--- src/rtl/i2d_core_pkg.sv ---
`default_nettype none
// ============================================================================
//  Module      : i2d_core_pkg
//  Description : Shared GPR widths, types and helpers for the writeback path.
//  Revision    : 1.0 - initial release
// ============================================================================
package i2d_core_pkg;

    localparam int GPR_AW = 4;
    localparam int GPR_DW = 32;
    localparam int NGPR   = 16;

    typedef logic [GPR_AW-1:0] gpr_addr_t;
    typedef logic [GPR_DW-1:0] gpr_data_t;

    typedef struct packed {
        gpr_addr_t addr;
        gpr_data_t data;
    } wb_req_t;

    // One-hot decode of a GPR index into a per-register bit vector.
    function automatic logic [NGPR-1:0] gpr_onehot(input gpr_addr_t addr);
        logic [NGPR-1:0] v;
        v       = '0;
        v[addr] = 1'b1;
        return v;
    endfunction

endpackage
`default_nettype wire

--- src/rtl/core_wb_fifo.sv ---
`default_nettype none
// ============================================================================
//  Module      : core_wb_fifo
//  Description : Synchronous FIFO of writeback requests (load queue).
//                No bypass: a push becomes visible at the head one edge later.
//  Revision    : 1.0 - initial release
// ============================================================================
module core_wb_fifo
    import i2d_core_pkg::*;
#(
    parameter int DEPTH = 2
) (
    input  logic    clk,
    input  logic    rst_n,
    input  logic    push,
    input  wb_req_t push_data,
    input  logic    pop,
    output wb_req_t pop_data,
    output logic    full,
    output logic    empty
);

    localparam int unsigned   c_AW       = $clog2(DEPTH);
    localparam logic [c_AW:0] c_FULL_CNT = (c_AW+1)'(DEPTH);

    wb_req_t           r_mem [DEPTH];
    logic [c_AW-1:0]   r_wr_ptr;
    logic [c_AW-1:0]   r_rd_ptr;
    logic [c_AW:0]     r_count;

    logic              w_do_push;
    logic              w_do_pop;

    // Push while full is only accepted alongside a pop; pop needs stored data.
    assign w_do_pop  = pop  & (r_count != '0);
    assign w_do_push = push & ((r_count != c_FULL_CNT) | w_do_pop);

    assign full     = (r_count == c_FULL_CNT);
    assign empty    = (r_count == '0);
    assign pop_data = r_mem[r_rd_ptr];

    // Storage array; contents are don't-care until written.
    always_ff @(posedge clk) begin
        if (w_do_push) begin
            r_mem[r_wr_ptr] <= push_data;
        end
    end

    // Pointers wrap naturally because DEPTH is a power of two.
    always_ff @(posedge clk) begin
        if (!rst_n) begin
            r_wr_ptr <= '0;
            r_rd_ptr <= '0;
            r_count  <= '0;
        end else begin
            if (w_do_push) begin
                r_wr_ptr <= r_wr_ptr + 1'b1;
            end
            if (w_do_pop) begin
                r_rd_ptr <= r_rd_ptr + 1'b1;
            end
            case ({w_do_push, w_do_pop})
                2'b10:   r_count <= r_count + 1'b1;
                2'b01:   r_count <= r_count - 1'b1;
                default: r_count <= r_count;
            endcase
        end
    end

endmodule
`default_nettype wire

--- src/rtl/core_gpr_wb.sv ---
`default_nettype none
// ============================================================================
//  Module      : core_gpr_wb
//  Description : GPR writeback initiator. Merges ALU results (fixed priority)
//                and queued LSU loads onto the single GPR write port, and
//                keeps a pending-write scoreboard for the issue stage.
//                Optional macro I2D_WB_BYPASS_EN adds two forwarding read
//                ports and hides the committing register from sb_busy.
//  Revision    : 1.0 - initial release
// ============================================================================
module core_gpr_wb
    import i2d_core_pkg::*;
#(
    parameter int LQ_DEPTH = 2
) (
    input  logic        clk,
    input  logic        rst_n,
    input  logic        iss_valid,
    input  logic [3:0]  iss_addr,
    input  logic        alu_valid,
    input  logic [3:0]  alu_addr,
    input  logic [31:0] alu_data,
    input  logic        lsu_valid,
    output logic        lsu_ready,
    input  logic [3:0]  lsu_addr,
    input  logic [31:0] lsu_data,
    output logic        wb,
    output logic [3:0]  wb_addr,
    output logic [31:0] wb_data,
`ifdef I2D_WB_BYPASS_EN
    input  logic [3:0]  byp_a_addr,
    input  logic [3:0]  byp_b_addr,
    input  logic [31:0] rf_a_data,
    input  logic [31:0] rf_b_data,
    output logic [31:0] byp_a_data,
    output logic [31:0] byp_b_data,
`endif
    output logic [15:0] sb_busy
);

    wb_req_t         w_lq_head;
    wb_req_t         w_lq_in;
    logic            w_lq_full;
    logic            w_lq_empty;
    logic            w_push;
    logic            w_pop;
    logic [NGPR-1:0] w_sb_set;
    logic [NGPR-1:0] w_sb_clr;

    logic            r_wb;
    gpr_addr_t       r_wb_addr;
    gpr_data_t       r_wb_data;
    logic [NGPR-1:0] r_sb;

    assign lsu_ready    = rst_n & ~w_lq_full;
    assign w_push       = lsu_valid & lsu_ready;
    // Loads only drain on cycles the ALU leaves the write port free.
    assign w_pop        = ~alu_valid & ~w_lq_empty;
    assign w_lq_in.addr = lsu_addr;
    assign w_lq_in.data = lsu_data;

    core_wb_fifo #(
        .DEPTH     (LQ_DEPTH)
    ) u_lq (
        .clk       (clk),
        .rst_n     (rst_n),
        .push      (w_push),
        .push_data (w_lq_in),
        .pop       (w_pop),
        .pop_data  (w_lq_head),
        .full      (w_lq_full),
        .empty     (w_lq_empty)
    );

    // Write-port register: ALU first, then queue head; address/data hold when idle.
    always_ff @(posedge clk) begin
        if (!rst_n) begin
            r_wb      <= 1'b0;
            r_wb_addr <= '0;
            r_wb_data <= '0;
        end else if (alu_valid) begin
            r_wb      <= 1'b1;
            r_wb_addr <= alu_addr;
            r_wb_data <= alu_data;
        end else if (w_pop) begin
            r_wb      <= 1'b1;
            r_wb_addr <= w_lq_head.addr;
            r_wb_data <= w_lq_head.data;
        end else begin
            r_wb      <= 1'b0;
        end
    end

    assign w_sb_set = iss_valid ? gpr_onehot(iss_addr)  : '0;
    assign w_sb_clr = r_wb      ? gpr_onehot(r_wb_addr) : '0;

    // Scoreboard: clear on commit, then set; a same-edge set of the same bit wins.
    always_ff @(posedge clk) begin
        if (!rst_n) begin
            r_sb <= '0;
        end else begin
            r_sb <= (r_sb & ~w_sb_clr) | w_sb_set;
        end
    end

    assign wb      = r_wb;
    assign wb_addr = r_wb_addr;
    assign wb_data = r_wb_data;

`ifdef I2D_WB_BYPASS_EN
    // The committing register is forwarded, so it no longer blocks issue.
    assign sb_busy    = r_sb & ~w_sb_clr;
    assign byp_a_data = (r_wb && (r_wb_addr == byp_a_addr)) ? r_wb_data : rf_a_data;
    assign byp_b_data = (r_wb && (r_wb_addr == byp_b_addr)) ? r_wb_data : rf_b_data;
`else
    assign sb_busy    = r_sb;
`endif

endmodule
`default_nettype wire
--- config.mk ---
export PLATFORM = sky130hd
export DESIGN_NAME = core_gpr_wb
export DESIGN_NICKNAME = d
export VERILOG_FILES = /design/src/rtl/i2d_core_pkg.sv /design/src/rtl/core_wb_fifo.sv /design/src/rtl/core_gpr_wb.sv
export SDC_FILE = /design/constraint.sdc
export NUM_CORES = 1
export LEC_CHECK = 0
export ABC_AREA = 1
export BUFFER_PORTS_ARGS = -buffer_cell sky130_fd_sc_hd__buf_2
export CAP_MARGIN = 15
export CORE_MARGIN = 3
export CORE_UTILIZATION = 54
export DETAILED_ROUTE_END_ITERATION = 6
export PLACE_DENSITY_LB_ADDON = 0.15
export RECOVER_POWER = 100
export SLEW_MARGIN = 20
export SYNTH_ARGS = -nofsm -noshare
export SYNTH_HDL_FRONTEND = slang
export SYNTH_SLANG_ARGS = --single-unit
--- constraint.sdc ---
create_clock -name clk -period 4.7 [get_ports clk]
set_input_delay 0.235 -clock clk [delete_from_list [all_inputs] [get_ports clk]]
set_output_delay 0.235 -clock clk [all_outputs]
set_load 0.005 [all_outputs]
==> impl_metrics.toml, run 1 <==
[clock_network]
cts_root_buf = "clkbuf_8"
cts_resized = 0
clk_pin_slew_ns = 0.06
cts_tree = "done"
clk_path_buf_depth = 2
cts_max_level = 4
worstSkewPairLatency_ns = 0.51
cts_buffers = 17
cts_sinks = 130

[synth]
postSynthCellCount = 605
yosys.area.top_type_share_pct = 40.26
synthTopCellsByCount = "nand2_1 (201), edfxtp_1 (72), dfxtp_1 (58)"
synth_cell_types = 25
avgSynthCellArea_um2 = 8.876
yosysTopAreaCell = "edfxtp_1"
ys_seq_area_share_pct = 61.88
synthArstFlopShare_pct = 0
synth_nets = 687
synthTopCellsByArea = "edfxtp_1 (40%), dfxtp_1 (22%), nand2_1 (14%)"
synth_top_flop_cell = "edfxtp_1"
synth_most_common_cell = "nand2_1"
yosysWarningCount = 0
ys_ff_latch = 130
netlist_area_um2 = 5370
synth_edf_count = 72

[floorplan]
fp-row-count = 35
die_x_um = 105.7
dieArea_um2 = 11180
pin_count = 135
placeableCoreArea_um2 = 9459
dieHeight_um = 105.7
start_util_pct = 56.77

[critical_path]
end_kind = "flop"
critPathLaunchType = "primary input"
max_stage_delay_ns = 1.20
path_cells = "clkbuf_1 > inv_1 > buf_4 > nand2_1 > clkinv_2 > nor2_1 > a21oi_1"
critPathRequiredTime_ns = 5.09
path_class = "primary input to flop"
crit_path_max_fanout = 38
cp_data_arrival_time_ns = 3.52
critical-path-slowest-cell = "clkbuf_1"

[cells_and_area]
stdcell_count = 911
diodes = 0
seqCellArea_um2 = 3323
nFillCells = 755
areaGrowthSynthToFinish_pct = 29.12
final_core_util_pct = 73.31
nets = 851
drive_above_1_share_pct = 15.09
multi_input_area_um2 = 1662

[drt]
drtIter0Drc = 278
viasPerCell = 5.136
drt-total-wl_um = 13040
firstDrtPassIters = 5
ant_nets = 0
vias = 4679
drc = 0
routedWlPerCell_um = 14.31

[sta]
slew_viol_final = 159
fin_skew_ns = 0.01193
period_share_pct = 66.51
max_slew_margin_pct = -27.17
min_period_ns = 3.126
final.setup.tns_ns = 0
setup_viol = 0
rsz0062_at_grt = "false"
hold_viol_final = 0
fmax_mhz = 319.9
tightestPinTransition_ns = 1.906

[placement]
gp_congestion = 0.8363
dp_cells = 843
dp_hpwl_um = 8231
port_buffers = 134

[grt]
grt_util_all_layers_pct = 23.91
grt_start_max_net_pins = 46
grt_pass1_vias = 4637
antenna_found_initial = 0
grt_pass1_wl_um = 21120
gr-total-overflow = 0

[flow_run]
drv_cap = 4

[power_and_ir_drop]
ir_drop_uv = 244.6
leakagePower_nw = 3.122
power_mw = 3.035
power.density_nw_per_um2 = 437.7

[run_status]
violations = "max-capacitance violations, max-slew violations"
outcome = "complete, but fails checks"

[min_path]
hold_class = "primary input to flop"
metrics by stage:
step	setup slack [ns]	hold slack, ns	cell area, um^2
after floorplan	2.013	0.3339	5370
after global placement	2.348	0.4218	6081
after detailed placement	2.281	0.4265	6081
after CTS	2.465	0.01578	7027
after global routing	1.225	0.04108	6934
final	1.574	0.02383	6934
cell families (layout without fill, tap and decap cells):
| family | Yosys count | in the layout | synth area share [%] |
|---|---|---|---|
| buffers and inverters | 86 | 263 | 6.920 |
| flip-flops | 130 | 130 | 61.88 |
| AO/OA/AOI/OAI | 71 | 71 | 6.990 |
| XOR/XNOR | 1 | 1 | 0.1631 |
| adder cells (fa/ha/maj) | 1 | 1 | 0.2330 |
| AND/OR/NAND/NOR | 316 | 316 | 23.81 |
sequential cells by signal (all words and copies together), names as in the netlist, named ones only:
| signal | flops |
|---|---|
| u_lq.r_mem | 72 |
| u_lq.r_wr_ptr | 1 |
| sb_busy | 16 |
| u_lq.r_count | 2 |
| wb_data | 32 |
| wb | 1 |
| wb_addr | 4 |
| u_lq.r_rd_ptr | 1 |
power by group:
part	total, mW	leakage, nW	switching, mW	internal [mW]
combinational	0.400	1.70	0.249	0.151
sequential	1.35	1.14	0.0685	1.28
clock	1.28	0.283	0.454	0.829
what timing repair did:
action,in CTS,in global routing
endpoints found under the hold margin,72,0
hold buffers,36,0
setup endpoints to repair,0,0
buffers inserted,0,0
per-layer routing:
layer / global-route usage (%) / wire, um / up-vias
li1: - / - / 2285
met1: 29.21 / 5492 / 2174
met2: 40.85 / 6370 / 202
met3: 5.328 / 982 / 18
met4: 10.08 / 190 / 0
met5: 0 / 0 / -
path summary, 6_finish.rpt:
kind / start / to / slack [ns] / cells past startpoint
setup / recovery: alu_valid / wb_data[21] / 1.57 / 7
setup reg to reg: flop / wb_data[25] / 1.64 / 7
hold reg to reg: sb_busy[13] / sb_busy[13] / 0.47 / 2
hold / removal: alu_data[12] / wb_data[12] / 0.02 / 5
cell type report:
| class | count | share of cell area [%] |
|---|---|---|
| inverter | 60 | 3.266 |
| clock buffer | 21 | 6.478 |
| sequential | 130 | 47.92 |
| timing repair buffer | 171 | 14.07 |
| tap | 129 | 2.328 |
| clock inverter | 11 | 1.967 |
| multi-input combinational | 389 | 23.96 |
worst max-delay path, delay by kind of cell:
kind / cells / cell delay (ns)
AO/OA/AOI/OAI: 1 / 0.09
buffers and inverters: 4 / 2.60
AND/OR/NAND/NOR: 2 / 0.56
cell usage in the layout (no fill, tap or decap), types with 3 or more instances in the layout:
master / instances
buf_2: 82
o21ai_0: 31
nor2_1: 56
clkbuf_8: 3
inv_1: 58
bufinv_16: 3
nand3_1: 54
clkbuf_1: 52
dlygate4sd3_1: 36
edfxtp_1: 72
o21bai_1: 6
clkbuf_16: 16
nand2_1: 202
clkinv_2: 4
dfxtp_1: 58
a21oi_1: 32
Power figures use the tool's default switching activity.
==> run 2: changes to the inputs <==
--- a/config.mk
+++ b/config.mk
@@ -9,7 +9,7 @@
 export BUFFER_PORTS_ARGS = -buffer_cell sky130_fd_sc_hd__buf_2
 export CAP_MARGIN = 15
 export CORE_MARGIN = 3
-export CORE_UTILIZATION = 54
+export CORE_UTILIZATION = 48
 export DETAILED_ROUTE_END_ITERATION = 6
 export PLACE_DENSITY_LB_ADDON = 0.15
 export RECOVER_POWER = 100
==> constraint.sdc (replaced) <==
create_clock -name clk -period 2.84 [get_ports clk]
set_input_delay 0.142 -clock clk [delete_from_list [all_inputs] [get_ports clk]]
set_output_delay 0.142 -clock clk [all_outputs]
set_load 0.005 [all_outputs]
==> run 2 against run 1 <==
Net effect: the run now ends clean; clock-buffer cell count fell by 1; sequential share of layout area decreased by 3.4 points; sequential cell count unchanged; critical path type is now flop to flop.
==> impl_metrics.toml, run 2 (synthesis results as in run 1) <==
[run_status]
outcome = "completed"

[drt]
ant_nets = 0
firstDrtPassIters = 5
drt-total-wl_um = 13810
vias = 4751
drc = 0
viasPerCell = 4.908
drtIter0Drc = 347
routedWlPerCell_um = 14.26

[sta]
period_share_pct = 79.89
fin_skew_ns = 0.009143
fmax_mhz = 440.7
setup_viol = 0
rsz0062_at_grt = "false"
max_slew_margin_pct = 27.02
tightestPinTransition_ns = 1.083
min_period_ns = 2.269
slew_viol_final = 0
final.setup.tns_ns = 0
hold_viol_final = 0

[clock_network]
cts_buffers = 17
cts_max_level = 4
cts_resized = 0
cts_tree = "done"
worstSkewPairLatency_ns = 0.53
cts_sinks = 130
clk_pin_slew_ns = 0.06
cts_hold_buffers = 80
clk_path_buf_depth = 2
postCtsSetupRepairBufs = 0
cts_root_buf = "clkbuf_8"

[grt]
grt_pass1_vias = 4835
grt_pass1_wl_um = 23120
gr-total-overflow = 0
grt_start_max_net_pins = 38
grt_util_all_layers_pct = 23.25
antenna_found_initial = 0

[cells_and_area]
layout_common_cells = "nand2_1 (201), dlygate4sd3_1 (80), buf_2 (76)"
seqCellArea_um2 = 3324
multi_input_area_um2 = 1687
nFillCells = 833
areaGrowthSynthToFinish_pct = 38.93
final_common_cell = "nand2_1"
stdcell_count = 968
regMostFlops = "u_lq.r_mem"
diodes = 0
drive_above_1_share_pct = 14.78
nets = 901
largest_reg_flops = 72

[critical_path]
crit_path_max_fanout = 24
critPathLaunchType = "flop"
critPathRequiredTime_ns = 3.00
critical-path-slowest-cell = "clkbuf_2"
cp_data_arrival_time_ns = 2.42
end_kind = "flop"
max_stage_delay_ns = 0.59
path_cells = "inv_1 > nand2_1 > nand3_1 > nor2_4 > clkbuf_2"
path_class = "flop to flop"

[floorplan]
pin_count = 135
placeableCoreArea_um2 = 10600
fp-row-count = 37
dieHeight_um = 111.8
dieArea_um2 = 12490
start_util_pct = 50.66
die_x_um = 111.8

[power_and_ir_drop]
ir_drop_uv = 413.7
power.density_nw_per_um2 = 685.5
power_mw = 5.114
leakagePower_nw = 3.311

[placement]
port_buffers = 134
dp_hpwl_um = 8635
dp_cells = 856
gp_congestion = 0.8229

[min_path]
hold_class = "primary input to flop"

[flow_run]
drv_cap = 0
run 2: changes by cell type in the layout (fill, tap and decap cells not counted), sizes merged:
cell	before	now
buf	83	82
inv	59	61
clkinv	7	5
dlygate4sd3	36	80
clkbuf	73	79
clkinvlp	2	3
run 2: routing by layer:
metal | wire length (um) | GRT usage, % | vias to the layer above
met3 | 701 | 5.326 | 30
met2 | 6920 | 40.57 | 163
met5 | 0 | 0 | -
li1 | - | - | 2386
met1 | 5854 | 27.53 | 2172
met4 | 329 | 9.813 | 0
run 2: layout make-up:
| type | instances | area share [%] |
|---|---|---|
| sequential | 130 | 44.56 |
| multi-input combinational | 389 | 22.61 |
| timing repair buffer | 221 | 19.60 |
| clock buffer | 20 | 5.836 |
| inverter | 60 | 3.035 |
| tap | 136 | 2.281 |
| clock inverter | 12 | 2.079 |
run 2: power by group:
group | switching, mW | total (mW) | internal (mW)
logic | 0.452 | 0.748 | 0.296
clock network | 0.802 | 2.16 | 1.36
registers | 0.0806 | 2.20 | 2.12
run 2: metrics by stage:
step | hold WS, ns | worst slack [ns] | util [%] | cell area (um^2)
6_report | 0.1592 | 0.5711 | 70.38 | 7461
4_1_cts | 0.1413 | 0.8989 | 71.23 | 7551
5_1_grt | 0.1720 | 0.4022 | 70.38 | 7461
2_1_floorplan | 0.2409 | 0.1525 | - | 5370
3_3_place_gp | 0.3316 | 1.032 | 58.10 | 6160
3_5_place_dp | 0.3363 | 0.9007 | 58.10 | 6160
run 2: path summary, 6_finish.rpt:
kind                                      start           endpoint  slack [ns]  cells after the start
worst max-delay path            u_lq.r_count[0]  u_lq.r_mem[0][26]        0.57                      5
worst min-delay path                      rst_n         wb_addr[0]        0.16                      4
worst max register to register  u_lq.r_count[0]  u_lq.r_mem[0][26]        0.57                      5
worst min register to register      sb_busy[14]        sb_busy[14]        0.47                      2
run 2: critical path, delay by kind of cell, from the launching register on:
kind / cells / cell delay (ns)
DFF: 1 / 0.44
and+or+nand+nor: 3 / 0.75
buffers and inverters: 2 / 0.70
==> run 3: changes to the inputs <==
==> constraint.sdc (replaced) <==
create_clock -name clk -period 1.9 [get_ports clk]
set_input_delay 0.095 -clock clk [delete_from_list [all_inputs] [get_ports clk]]
set_output_delay 0.095 -clock clk [all_outputs]
set_load 0.005 [all_outputs]
==> run 3 against run 2 <==
Net effect: critical path depth stayed put; critical path type unchanged; die area stayed put; sequential share of layout area is 0.15 points higher; hold slack worse by 0.11 ns; clock power is 38% higher; critical endpoint is now u_lq.r_mem[0][32]; combinational power is 52% higher; core utilization is 0.24 points lower; register-to-register slack worse by 0.44 ns; sequential power is 49% higher.
==> impl_metrics.toml, run 3 (synthesis results as in run 1) <==
[run_status]
outcome = "completed"

[cells_and_area]
layout_common_cells = "nand2_1 (201), dlygate4sd3_1 (81), buf_2 (73)"
nFillCells = 832
multi_input_area_um2 = 1679
diodes = 0
final_common_cell = "nand2_1"
drive_above_1_share_pct = 14.30
final_area_um2 = 7436
nets = 908
seqCellArea_um2 = 3324
largest_reg_flops = 72
areaGrowthSynthToFinish_pct = 38.47
regMostFlops = "u_lq.r_mem"

[grt]
grt_start_max_net_pins = 38
grt_pass1_vias = 4889
gr-total-overflow = 0
grt_util_all_layers_pct = 23.42
grt_pass1_wl_um = 23290
antenna_found_initial = 0

[clock_network]
cts_max_level = 4
cts_resized = 0
postCtsSetupRepairBufs = 0
cts_root_buf = "clkbuf_8"
clk_pin_slew_ns = 0.06
cts_sinks = 130
clk_path_buf_depth = 2
cts_tree = "done"
worstSkewPairLatency_ns = 0.52
cts_buffers = 17

[sta]
rsz0062_at_grt = "false"
period_share_pct = 93.03
max_slew_margin_pct = 53.43
finalWorstSetupSlack_ns = 0.1324
setup_viol = 0
tightestPinTransition_ns = 0.6939
hold_viol_final = 0
min_period_ns = 1.768
fmax_mhz = 565.7
slew_viol_final = 0
fin_skew_ns = 0.01745

[drt]
firstDrtPassIters = 5
drc = 0
top_layer = "met4"
dr_wl_met2_um = 6976
wl_met1_um = 6012
drt-total-wl_um = 14010
drtIter0Drc = 321
viasPerCell = 4.840
vias = 4719
wl_met3_um = 846
routedWlPerCell_um = 14.37
ant_nets = 0

[floorplan]
fp-row-count = 37
dieArea_um2 = 12490
start_util_pct = 50.66
pin_count = 135
dieHeight_um = 111.8
die_x_um = 111.8
placeableCoreArea_um2 = 10600

[placement]
gp_congestion = 0.8288
port_buffers = 134
placed_area_um2 = 6180
dpl_worst_slack_ns = 0.1440
dp_hpwl_um = 8993

[critical_path]
rrSetupSlack_ns = 0.13
rr_worst_depth = 5
r2r-end = "u_lq.r_mem[0][32]"
cp_data_arrival_time_ns = 1.92
critPathLaunchType = "flop"
rr_startpoint = "u_lq.r_count[0]"
end_kind = "flop"
crit_path_max_fanout = 17
critPathRequiredTime_ns = 2.06
path_class = "flop to flop"

[min_path]
hp-start = "rst_n"
hold_end = "wb_data[14]"
min_path_cells = 4
hold_class = "primary input to flop"

[flow_run]
drv_cap = 0

[power_and_ir_drop]
leakagePower_nw = 3.296
ir_drop_uv = 626.7
power.density_nw_per_um2 = 995.3
==> run 3: critical path, cell delays in order (launching register included) <==
cell and delay [ns]:
dfxtp_1 0.43, inv_1 0.11, nand2_1 0.07, nand3_1 0.23, nor2_4 0.18, buf_2 0.39
==> run 3: repair_timing <==
item | CTS | global route
hold buffers | 82 | 0
hold endpoints to repair | 124 | 0
endpoints found under the setup margin | 0 | 1
==> run 3: metrics by stage <==
| stage | total power, mW | std cells | setup TNS [ns] | util, % | hold slack, ns |
|---|---|---|---|---|---|
| final | 7.401 | 975 | 0 | 70.14 | 0.04978 |
| after global routing | 7.769 | 975 | 0 | 70.14 | 0.04123 |
| after CTS | 7.500 | 976 | 0 | 71.16 | 0.02791 |
| after detailed placement | 4.388 | 862 | 0 | 58.29 | 0.2888 |
| after global placement | 4.352 | 862 | 0 | 58.29 | 0.2861 |
| after floorplan | 3.991 | 605 | -15.85 | - | 0.1939 |
==> run 3: where the power goes <==
part / switching, mW / internal [mW] / total, mW / leakage (nW)
logic: 0.698 / 0.445 / 1.14 / 1.89
registers: 0.107 / 3.17 / 3.28 / 1.14
clock network: 1.13 / 1.85 / 2.98 / 0.265
total: 1.94 / 5.47 / 7.40 / 3.30
==> run 3: cell type report <==
| cell class | instances | area share [%] |
|---|---|---|
| tap | 136 | 2.288 |
| multi-input combinational | 389 | 22.58 |
| clock inverter | 11 | 1.531 |
| clock buffer | 21 | 5.772 |
| sequential | 130 | 44.71 |
| inverter | 60 | 3.046 |
| timing repair buffer | 228 | 20.07 |
==> run 3: worst max-delay path by stage <==
stage / start / endpoint / slack, ns / depth (start not counted)
after global placement: u_lq.r_count[0] / u_lq.r_mem[0][9] / 0.31 / 5
after detailed placement: u_lq.r_count[0] / u_lq.r_count[0] / 0.14 / 7
after CTS: iss_addr[3] / sb_busy[7] / 0.14 / 7
final: u_lq.r_count[0] / u_lq.r_mem[0][32] / 0.13 / 5
after global routing: u_lq.r_count[0] / wb_data[19] / 0.02 / 5
after floorplan: u_lq.r_count[0] / u_lq.r_mem[1][0] / -0.22 / 4
==> run 3: metal layers <==
metal  up-vias  track usage (%)
li1       2396                -
met1      2139            28.55
met2       169            40.09
met3        15            5.380
met4         0            9.570
met5         -                0
